### src/rtl/fft4_stream_ctrl.sv
// Streaming sequencer for the fft4 core: gathers four samples, fires the core, replays its bins.
// Optional WAIT watchdog compiled in with FFT4_CTRL_WATCHDOG_EN.
module fft4_stream_ctrl #(
  parameter int DATA_WIDTH = 8,
  parameter int TIMEOUT    = 16
) (
  input  logic                        clk,
  input  logic                        rst,
  input  logic                        s_valid,
  output logic                        s_ready,
  input  logic [DATA_WIDTH-1:0]       s_real,
  input  logic [DATA_WIDTH-1:0]       s_imag,
  output logic                        core_en,
  output logic [4*DATA_WIDTH-1:0]     core_in_real,
  output logic [4*DATA_WIDTH-1:0]     core_in_imag,
  input  logic                        core_valid,
  input  logic [4*(DATA_WIDTH+2)-1:0] core_out_real,
  input  logic [4*(DATA_WIDTH+2)-1:0] core_out_imag,
  output logic                        m_valid,
  input  logic                        m_ready,
  output logic [DATA_WIDTH+1:0]       m_real,
  output logic [DATA_WIDTH+1:0]       m_imag,
  output logic [1:0]                  m_index,
  output logic                        m_last,
  output logic                        busy,
  output logic                        err
);

  // state | meaning
  // FILL  | accepting samples into slots 0..3
  // FIRE  | one-cycle core_en pulse, frame frozen on core_in_*
  // WAIT  | waiting for core_valid, then capture all bins
  // DRAIN | replaying bins 0..3 on the m_* stream
  typedef enum logic [1:0] {
    ST_FILL  = 2'd0,
    ST_FIRE  = 2'd1,
    ST_WAIT  = 2'd2,
    ST_DRAIN = 2'd3
  } state_t;

  localparam int OW = DATA_WIDTH + 2;

  state_t                       state_q, state_d;
  logic [1:0]                   fill_cnt_q, fill_cnt_d;
  logic [1:0]                   drain_cnt_q, drain_cnt_d;
  logic [3:0][DATA_WIDTH-1:0]   smp_re_q, smp_re_d;
  logic [3:0][DATA_WIDTH-1:0]   smp_im_q, smp_im_d;
  logic [3:0][OW-1:0]           buf_re_q, buf_re_d;
  logic [3:0][OW-1:0]           buf_im_q, buf_im_d;
  logic                         s_hs;
  logic                         m_hs;
  logic                         wd_expire;

`ifdef FFT4_CTRL_WATCHDOG_EN
  localparam int WDW = $clog2(TIMEOUT + 1);

  logic [WDW-1:0] wd_cnt_q, wd_cnt_d;

  always_comb begin
    wd_cnt_d  = '0;
    wd_expire = 1'b0;
    if (state_q == ST_WAIT) begin
      wd_cnt_d  = wd_cnt_q + WDW'(1);
      // core_valid on the final WAIT cycle still wins over the abort
      wd_expire = !core_valid && (wd_cnt_q == WDW'(TIMEOUT - 1));
    end
  end

  always_ff @(posedge clk) begin
    if (rst) wd_cnt_q <= '0;
    else     wd_cnt_q <= wd_cnt_d;
  end

  assign err = wd_expire;
`else
  logic unused_timeout;
  assign unused_timeout = (TIMEOUT > 0);
  assign wd_expire      = 1'b0;
  assign err            = 1'b0;
`endif

  assign s_ready = (state_q == ST_FILL) && !rst;
  assign s_hs    = s_valid && s_ready;
  assign m_valid = (state_q == ST_DRAIN);
  assign m_hs    = m_valid && m_ready;

  always_comb begin
    state_d     = state_q;
    fill_cnt_d  = fill_cnt_q;
    drain_cnt_d = drain_cnt_q;
    smp_re_d    = smp_re_q;
    smp_im_d    = smp_im_q;
    buf_re_d    = buf_re_q;
    buf_im_d    = buf_im_q;
    case (state_q)
      ST_FILL: begin
        if (s_hs) begin
          smp_re_d[fill_cnt_q] = s_real;
          smp_im_d[fill_cnt_q] = s_imag;
          fill_cnt_d           = fill_cnt_q + 2'd1;
          if (fill_cnt_q == 2'd3) state_d = ST_FIRE;
        end
      end
      ST_FIRE: state_d = ST_WAIT;
      ST_WAIT: begin
        if (core_valid) begin
          buf_re_d = core_out_real;
          buf_im_d = core_out_imag;
          state_d  = ST_DRAIN;
        end else if (wd_expire) begin
          state_d = ST_FILL;
        end
      end
      ST_DRAIN: begin
        if (m_hs) begin
          drain_cnt_d = drain_cnt_q + 2'd1;
          if (drain_cnt_q == 2'd3) state_d = ST_FILL;
        end
      end
      default: state_d = ST_FILL;
    endcase
  end

  always_ff @(posedge clk) begin
    if (rst) begin
      state_q     <= ST_FILL;
      fill_cnt_q  <= 2'd0;
      drain_cnt_q <= 2'd0;
      smp_re_q    <= '0;
      smp_im_q    <= '0;
      buf_re_q    <= '0;
      buf_im_q    <= '0;
    end else begin
      state_q     <= state_d;
      fill_cnt_q  <= fill_cnt_d;
      drain_cnt_q <= drain_cnt_d;
      smp_re_q    <= smp_re_d;
      smp_im_q    <= smp_im_d;
      buf_re_q    <= buf_re_d;
      buf_im_q    <= buf_im_d;
    end
  end

  assign core_en      = (state_q == ST_FIRE);
  assign core_in_real = smp_re_q;
  assign core_in_imag = smp_im_q;
  assign m_real       = m_valid ? buf_re_q[drain_cnt_q] : '0;
  assign m_imag       = m_valid ? buf_im_q[drain_cnt_q] : '0;
  assign m_index      = drain_cnt_q;
  assign m_last       = m_valid && (drain_cnt_q == 2'd3);
  assign busy         = (state_q != ST_FILL) || (fill_cnt_q != 2'd0);

endmodule

### config.mk
export PLATFORM = sky130hd
export DESIGN_NAME = fft4_stream_ctrl
export DESIGN_NICKNAME = d
export VERILOG_FILES = /design/src/rtl/fft4_stream_ctrl.sv
export SDC_FILE = /design/constraint.sdc
export NUM_CORES = 1
export LEC_CHECK = 0
export CORE_ASPECT_RATIO = 0.6
export CORE_MARGIN = 5
export CORE_UTILIZATION = 45
export DETAILED_ROUTE_END_ITERATION = 10
export PLACE_DENSITY_LB_ADDON = 0.25
export RECOVER_POWER = 25
export SYNTH_ARGS = -nofsm -noshare
export SYNTH_HDL_FRONTEND = slang
export SYNTH_SLANG_ARGS = --single-unit
### constraint.sdc
create_clock -name clk -period 2 [get_ports clk]
set_input_delay 0.4 -clock clk [delete_from_list [all_inputs] [get_ports clk]]
set_output_delay 0.4 -clock clk [all_outputs]
set_load 0.05 [all_outputs]
==> qor.txt, run 1 <==
Worst Skew: 0.00840 ns
Clock net sink count: 150
Full die area: 0.0158 sq mm
# nets final: 1014
Die Width: 159 um
Crit. End Element: output port
Worst hold slack: 0.273 ns
Worst-Margin Slew: 0.639 ns
Slew HR: 57.6%
Worst endpoint required time: 1.60 ns
Critical path class: reg -> out
RSZ-0062 raised after global routing: true
Register area: 0.00301 sq mm
Reg clk slew, reported paths: 0.06 ns
Max clock buf depth: 2
Row Count: 32
GP Congestion: 0.812
Post-synthesis area per instance: 8.28 sq um
Worst Path Max Fanout: 7
Tmin final: 2.19 ns
Die Y: 99.4 um
Async SR Flop Fraction: 0%
Total power divided by cell area: 873 mW/mm^2
Gate Count Post-Synth: 724
Pre-Repair DR Iteration Count: 6
Worst Slack Setup Final: -0.187 ns
Cts bufs inserted: 17
Seq cells post-synth: 150
Failing checks: setup timing
H-tree levels: 4
Area grow syn2layout: 52.1%
Post-Layout Cell Count: 1087
Synth unique cells: 26
Crit path DAT: 1.79 ns
Routed wire per std cell: 16.0 um
Grt ovf: 0
Initial antenna violation count: 0
Root Buffer: clkbuf_16
Post-Syn Nets: 834
Worst skew pair latency: 0.41 ns
Yosys warns: 0
Max Clk Rate: 0.457 GHz
Inst Count DP: 1049
Port buffer count: 191
1st-iter DRT viols: 304
Sequential fraction of the synthesis area: 50.1%
Fill count: 972
Post-DP HPWL: 12400 um
Vias in the first global route: 5319
CTS Hold Buffers Added: 0
Tcrit/Tclk final: 109%
Hold Fails Final Rpt: 0
Startpoint Class: flop
Total power: 0.00797 W
Post-synth EDFFs: 0
DRT Wirelength: 17400 um
GR Util All Layers: 21.3%
Leak pwr: 3.76 nW
Proportion of layout cells with a drive suffix above 1: 14.1%
Status: finished, violations left
Max-cap violations: 0
Antenna Nets Post-Route: 0
Initial cell density of the core: 46.4%
Via-per-instance ratio: 5.16
Setup-failing EPs final: 21
Via count: 5614
Area of the core: 0.0129 sq mm
IO Count: 193
DRC: 0
HP Class: in -> reg
Post-Syn Area: 0.00600 sq mm
First-pass GRT wire length: 27700 um
CTS tree: built
Max Slew Vio Count: 0
N_diodes: 0
Maximum VDD drop: 0.000642 V
Ys flop type: dfxtp_1
Largest net degree at the start of global routing: 98
Area occupied by multi-input gates: 0.00279 sq mm
[critical path: stages, from the launching register on]
cell and delay (ns):
dfxtp_4 0.40, buf_12 0.14, mux4_2 0.50, and2_4 0.19, buf_12 0.14
[kinds of logic after synthesis]
| group | count (synthesis) | synth area share (%) |
|---|---|---|
| AND/OR/NAND/NOR | 332 | 22.9 |
| flip-flops | 150 | 50.1 |
| AO/OA/AOI/OAI | 149 | 12.7 |
| buffers and inverters | 60 | 4.44 |
| multiplexers | 21 | 7.68 |
| adder cells (fa/ha/maj) | 9 | 1.88 |
| XOR/XNOR | 2 | 0.292 |
| other | 1 | 0.0625 |
[cell usage after synthesis (2+ instances only)]
library cell	instances	share of area, %
nand2b_1	2	0.21
clkbuf_2	4	0.33
nand2_1	294	18
nand3_1	2	0.17
nor2_1	2	0.13
buf_4	2	0.25
a21oi_1	146	12
clkbuf_1	26	1.6
buf_2	23	1.9
and4b_1	4	0.67
inv_1	5	0.31
ha_1	9	1.9
dfxtp_1	150	50
mux4_2	20	7.5
nand4b_1	3	0.44
and2_1	22	2.3
[per-stage QoR]
step	util (%)	cell area (sq um)	setup TNS (ns)	setup WS, ns
3_3_place_gp	64.7	8370	0	0.158
5_1_grt	70.5	9120	-4.75	-0.252
4_1_cts	70.1	9070	-3.71	-0.211
2_1_floorplan	-	6010	0	0.00304
3_5_place_dp	64.7	8370	0	0.104
6_report	70.5	9120	-3.30	-0.187
[worst paths after layout]
check | slack (ns) | from | cells past startpoint | end
worst max-delay path | -0.19 | m_index[0]$_SDFFE_PP0P_ | 4 | m_imag[1]
worst min-delay path | 0.27 | rst | 2 | fill_cnt_q[0]$_SDFFE_PP0P_
worst max register to register | 0.10 | state_q[0]$_SDFFE_PP0P_ | 7 | core_in_real[29]$_SDFFE_PP0P_
worst min register to register | 0.45 | buf_re_q[22]$_SDFFE_PP0P_ | 2 | buf_re_q[22]$_SDFFE_PP0P_
[power breakdown]
| group | total (W) | internal, W | switching, W |
|---|---|---|---|
| clock network | 0.00328 | 0.00202 | 0.00126 |
| logic | 0.00150 | 0.000596 | 0.000909 |
| registers | 0.00318 | 0.00311 | 0.0000765 |
[cell type report]
| cell class | count | share of cell area, % |
|---|---|---|
| clock buffer | 19 | 4.86 |
| timing repair buffer | 216 | 27.3 |
| tap | 170 | 2.33 |
| clock inverter | 13 | 1.84 |
| multi-input combinational | 514 | 30.5 |
| sequential | 150 | 33.0 |
| inverter | 5 | 0.206 |
[layout by cell type (no fill, tap or decap), drive strengths merged]
cell type / count
nand2: 294
dfxtp: 150
a21oi: 146
clkdlybuf4s50: 125
buf: 46
dlymetal6s2s: 34
clkbuf: 27
and2: 22
mux4: 20
inv: 11
ha: 9
and4b: 4
nand4b: 4
bufinv: 3
dlygate4sd2: 3
nor2: 2
nand2b: 2
nand3: 2
clkinvlp: 2
clkinv: 2
nor2b: 1
a21boi: 1
a221o: 1
nor3: 1
a211oi: 1
xnor2: 1
xor2: 1
mux2i: 1
conb: 1
[state kept, by name, indices dropped and copies added, names as in the netlist]
name,count
core_in_real,32
state_q,2
m_index,2
fill_cnt_q,2
buf_re_q,40
core_in_imag,32
buf_im_q,40
[what timing repair did]
| item | in CTS | in global routing |
|---|---|---|
| endpoints found under the setup margin | 26 | 56 |
| resized for setup | 29 | 34 |
| pin swaps | 0 | 1 |
| buffers inserted | 3 | 3 |
[per-layer routing]
layer,global-route usage (%),vias to the layer above,wire length (um)
met3,7.08,10,1490
met2,33.3,218,8060
met1,28.8,2644,7790
li1,-,2742,-
met5,0,-,0
met4,5.11,0,82
Note: power is estimated with default switching activity, not from simulation.
==> run 2: changes to the inputs <==
--- a/config.mk
+++ b/config.mk
@@ -7,7 +7,8 @@
 export LEC_CHECK = 0
 export CORE_ASPECT_RATIO = 0.6
 export CORE_MARGIN = 5
-export CORE_UTILIZATION = 45
+export CORE_UTILIZATION = 35
+export CTS_CLUSTER_DIAMETER = 40
 export DETAILED_ROUTE_END_ITERATION = 10
 export PLACE_DENSITY_LB_ADDON = 0.25
 export RECOVER_POWER = 25
==> run 2 against run 1 <==
Compared with the run above:
- the flow still finishes with violations (setup timing)
- clock power is 5% lower
- via count is 3.2% lower
- critical path depth did not move
- cell count increased by 6.0%
- cell area is essentially flat
- global-route usage is 3.2 points lower
- first-iteration DRC count up 31%
- routed wire length grew 4.8%
- total power decreased by 2.5%
- critical path type unchanged
- largest cell class unchanged
- highest routed layer unchanged
==> qor.txt, run 2 (synthesis results as in run 1) <==
Worst-Margin Slew: 0.663 ns
Startpoint Class: flop
Logic pwr share: 19.1%
Worst Skew: 0.0110 ns
Crit. End Element: output port
Worst Path Max Fanout: 10
Post-DP HPWL: 12900 um
Cts bufs inserted: 17
Status: finished, violations left
Top Registers: buf_im_q (40), buf_re_q (40)
Setup-failing EPs final: 20
RSZ-0062 raised after global routing: true
Clock power frac: 40.0%
Initial antenna violation count: 0
Largest net degree at the start of global routing: 84
Clock net sink count: 150
DRC: 0
Full die area: 0.0199 sq mm
H-tree levels: 4
IO Count: 193
Port buffer count: 191
Reg power frac: 40.9%
Worst skew pair latency: 0.40 ns
Cell internal pwr: 0.00548 W
Total power divided by cell area: 852 mW/mm^2
Commonest non-fill, non-tap cells in the layout: nand2_1, dfxtp_1, a21oi_1
Net Switching: 0.00228 W
CP top delay family: multiplexers
Area of the core: 0.0170 sq mm
First-pass GRT wire length: 28600 um
N_diodes: 0
Worst Slack Setup Final: -0.175 ns
Critical path class: reg -> out
Initial cell density of the core: 35.3%
Total power: 0.00776 W
Fin util: 53.6%
Maximum VDD drop: 0.000771 V
CP startpoint: m_index[0]$_SDFFE_PP0P_
WP buf/inv: 2
Proportion of layout cells with a drive suffix above 1: 14.5%
Most common cell after layout, fill and taps aside: nand2_1
Crit-path most repeated cell: buf_12
CTS tree: built
Worst hold slack: 0.348 ns
Tmin final: 2.18 ns
Max-cap violations: 0
DRT Wirelength: 18300 um
Area grow syn2layout: 52.0%
Slowest stage cell, crit path: mux4_2
Pre-Repair DR Iteration Count: 8
Hold Fails Final Rpt: 0
Routed wire per std cell: 15.9 um
Sw Ratio: 29.4%
Max Slew Vio Count: 0
CTS Hold Buffers Added: 0
# nets final: 1015
Via-per-instance ratio: 4.72
Die Y: 111 um
Max Clk Rate: 0.460 GHz
Grt ovf: 0
Worst endpoint required time: 1.60 ns
Leak pwr: 3.62 nW
Crit path DAT: 1.78 ns
Reg clk slew, reported paths: 0.07 ns
Failing checks: setup timing
Row Count: 37
CP max stage delay: 0.51 ns
Root Buffer: clkbuf_16
Via count: 5435
Crit-path cells: buf_12, mux4_2, and2_4, buf_12
Placed Area: 0.00847 sq mm
Tcrit/Tclk final: 109%
GR Util All Layers: 18.0%
Antenna Nets Post-Route: 0
HP Class: in -> reg
1st-iter DRT viols: 397
GP Congestion: 0.779
Max clock buf depth: 2
Die Width: 179 um
R2R Path Start: state_q[0]$_SDFFE_PP0P_
Post-route cell area: 0.00911 sq mm
Hold Path Origin: rst
Setup WS pre-CTS: 0.0774 ns
Slew HR: 56.0%
Vias in the first global route: 5104
==> run 2: cell count changes in the layout (fill, tap and decap cells not counted), moves of 2 or more <==
| cell | before | now |
|---|---|---|
| buf_4 | 13 | 19 |
| buf_6 | 2 | 0 |
| bufinv_16 | 3 | 1 |
| clkbuf_1 | 5 | 10 |
| clkbuf_2 | 1 | 4 |
| clkbuf_4 | 3 | 0 |
| clkdlybuf4s50_1 | 125 | 123 |
| clkinvlp_4 | 2 | 5 |
| dlymetal6s2s_1 | 34 | 28 |
==> run 2: final timing paths <==
check                                   to  slack (ns)  depth (start not counted)
max                              m_imag[2]       -0.18                          4
min           core_in_real[7]$_SDFFE_PP0P_        0.35                          2
max reg2reg       buf_re_q[0]$_SDFFE_PP0P_        0.20                          6
min reg2reg  core_in_real[19]$_SDFFE_PP0P_        0.45                          2
==> run 2: what timing repair did <==
action | in CTS | in global routing
buffers inserted | 3 | 1
endpoints found under the setup margin | 25 | 49
gates resized for setup | 26 | 29
hold endpoints to repair | 0 | 0
cloned | 0 | 0
==> run 2: layer usage <==
metal  share of wire (%)  up-vias  GRT usage (%)
met5                   0        -              0
met4                 1.0        0           4.45
met3                 6.0       15           4.58
met2                  43      134           25.6
met1                  50     2548           27.3
li1                    -     2738              -
==> run 2: area by class of cell <==
class / count / area, sq um
clock inverter: 12 / 116
timing repair buffer: 217 / 2420
inverter: 5 / 18.8
clock buffer: 20 / 457
multi-input combinational: 514 / 2800
fill: 1637 / 7880
sequential: 150 / 3010
tap: 234 / 293
==> run 2: metrics by stage <==
step	std cells	setup TNS [ns]
after floorplan	724	0
after global routing	1152	-4.39
after global placement	1116	0
after detailed placement	1116	0
final	1152	-3.06
after CTS	1151	-3.62
==> run 2: power by group through the flow <==
| stage | Clock, W | Combinational (W) | Sequential, W |
|---|---|---|---|
| after floorplan | 0 | 0.000598 | 0.00350 |
| after global placement | 0 | 0.00150 | 0.00324 |
| after detailed placement | 0 | 0.00150 | 0.00325 |
| after CTS | 0.00319 | 0.00153 | 0.00318 |
| after global routing | 0.00333 | 0.00158 | 0.00319 |
| final | 0.00311 | 0.00148 | 0.00318 |
==> run 2: worst register-to-register path, stage by stage, from the launching register on <==
cell and delay (ns):
dfxtp_1 0.33, inv_1 0.16, ha_1 0.26, and2_0 0.40, buf_4 0.35, nand2_1 0.11, a21oi_1 0.12
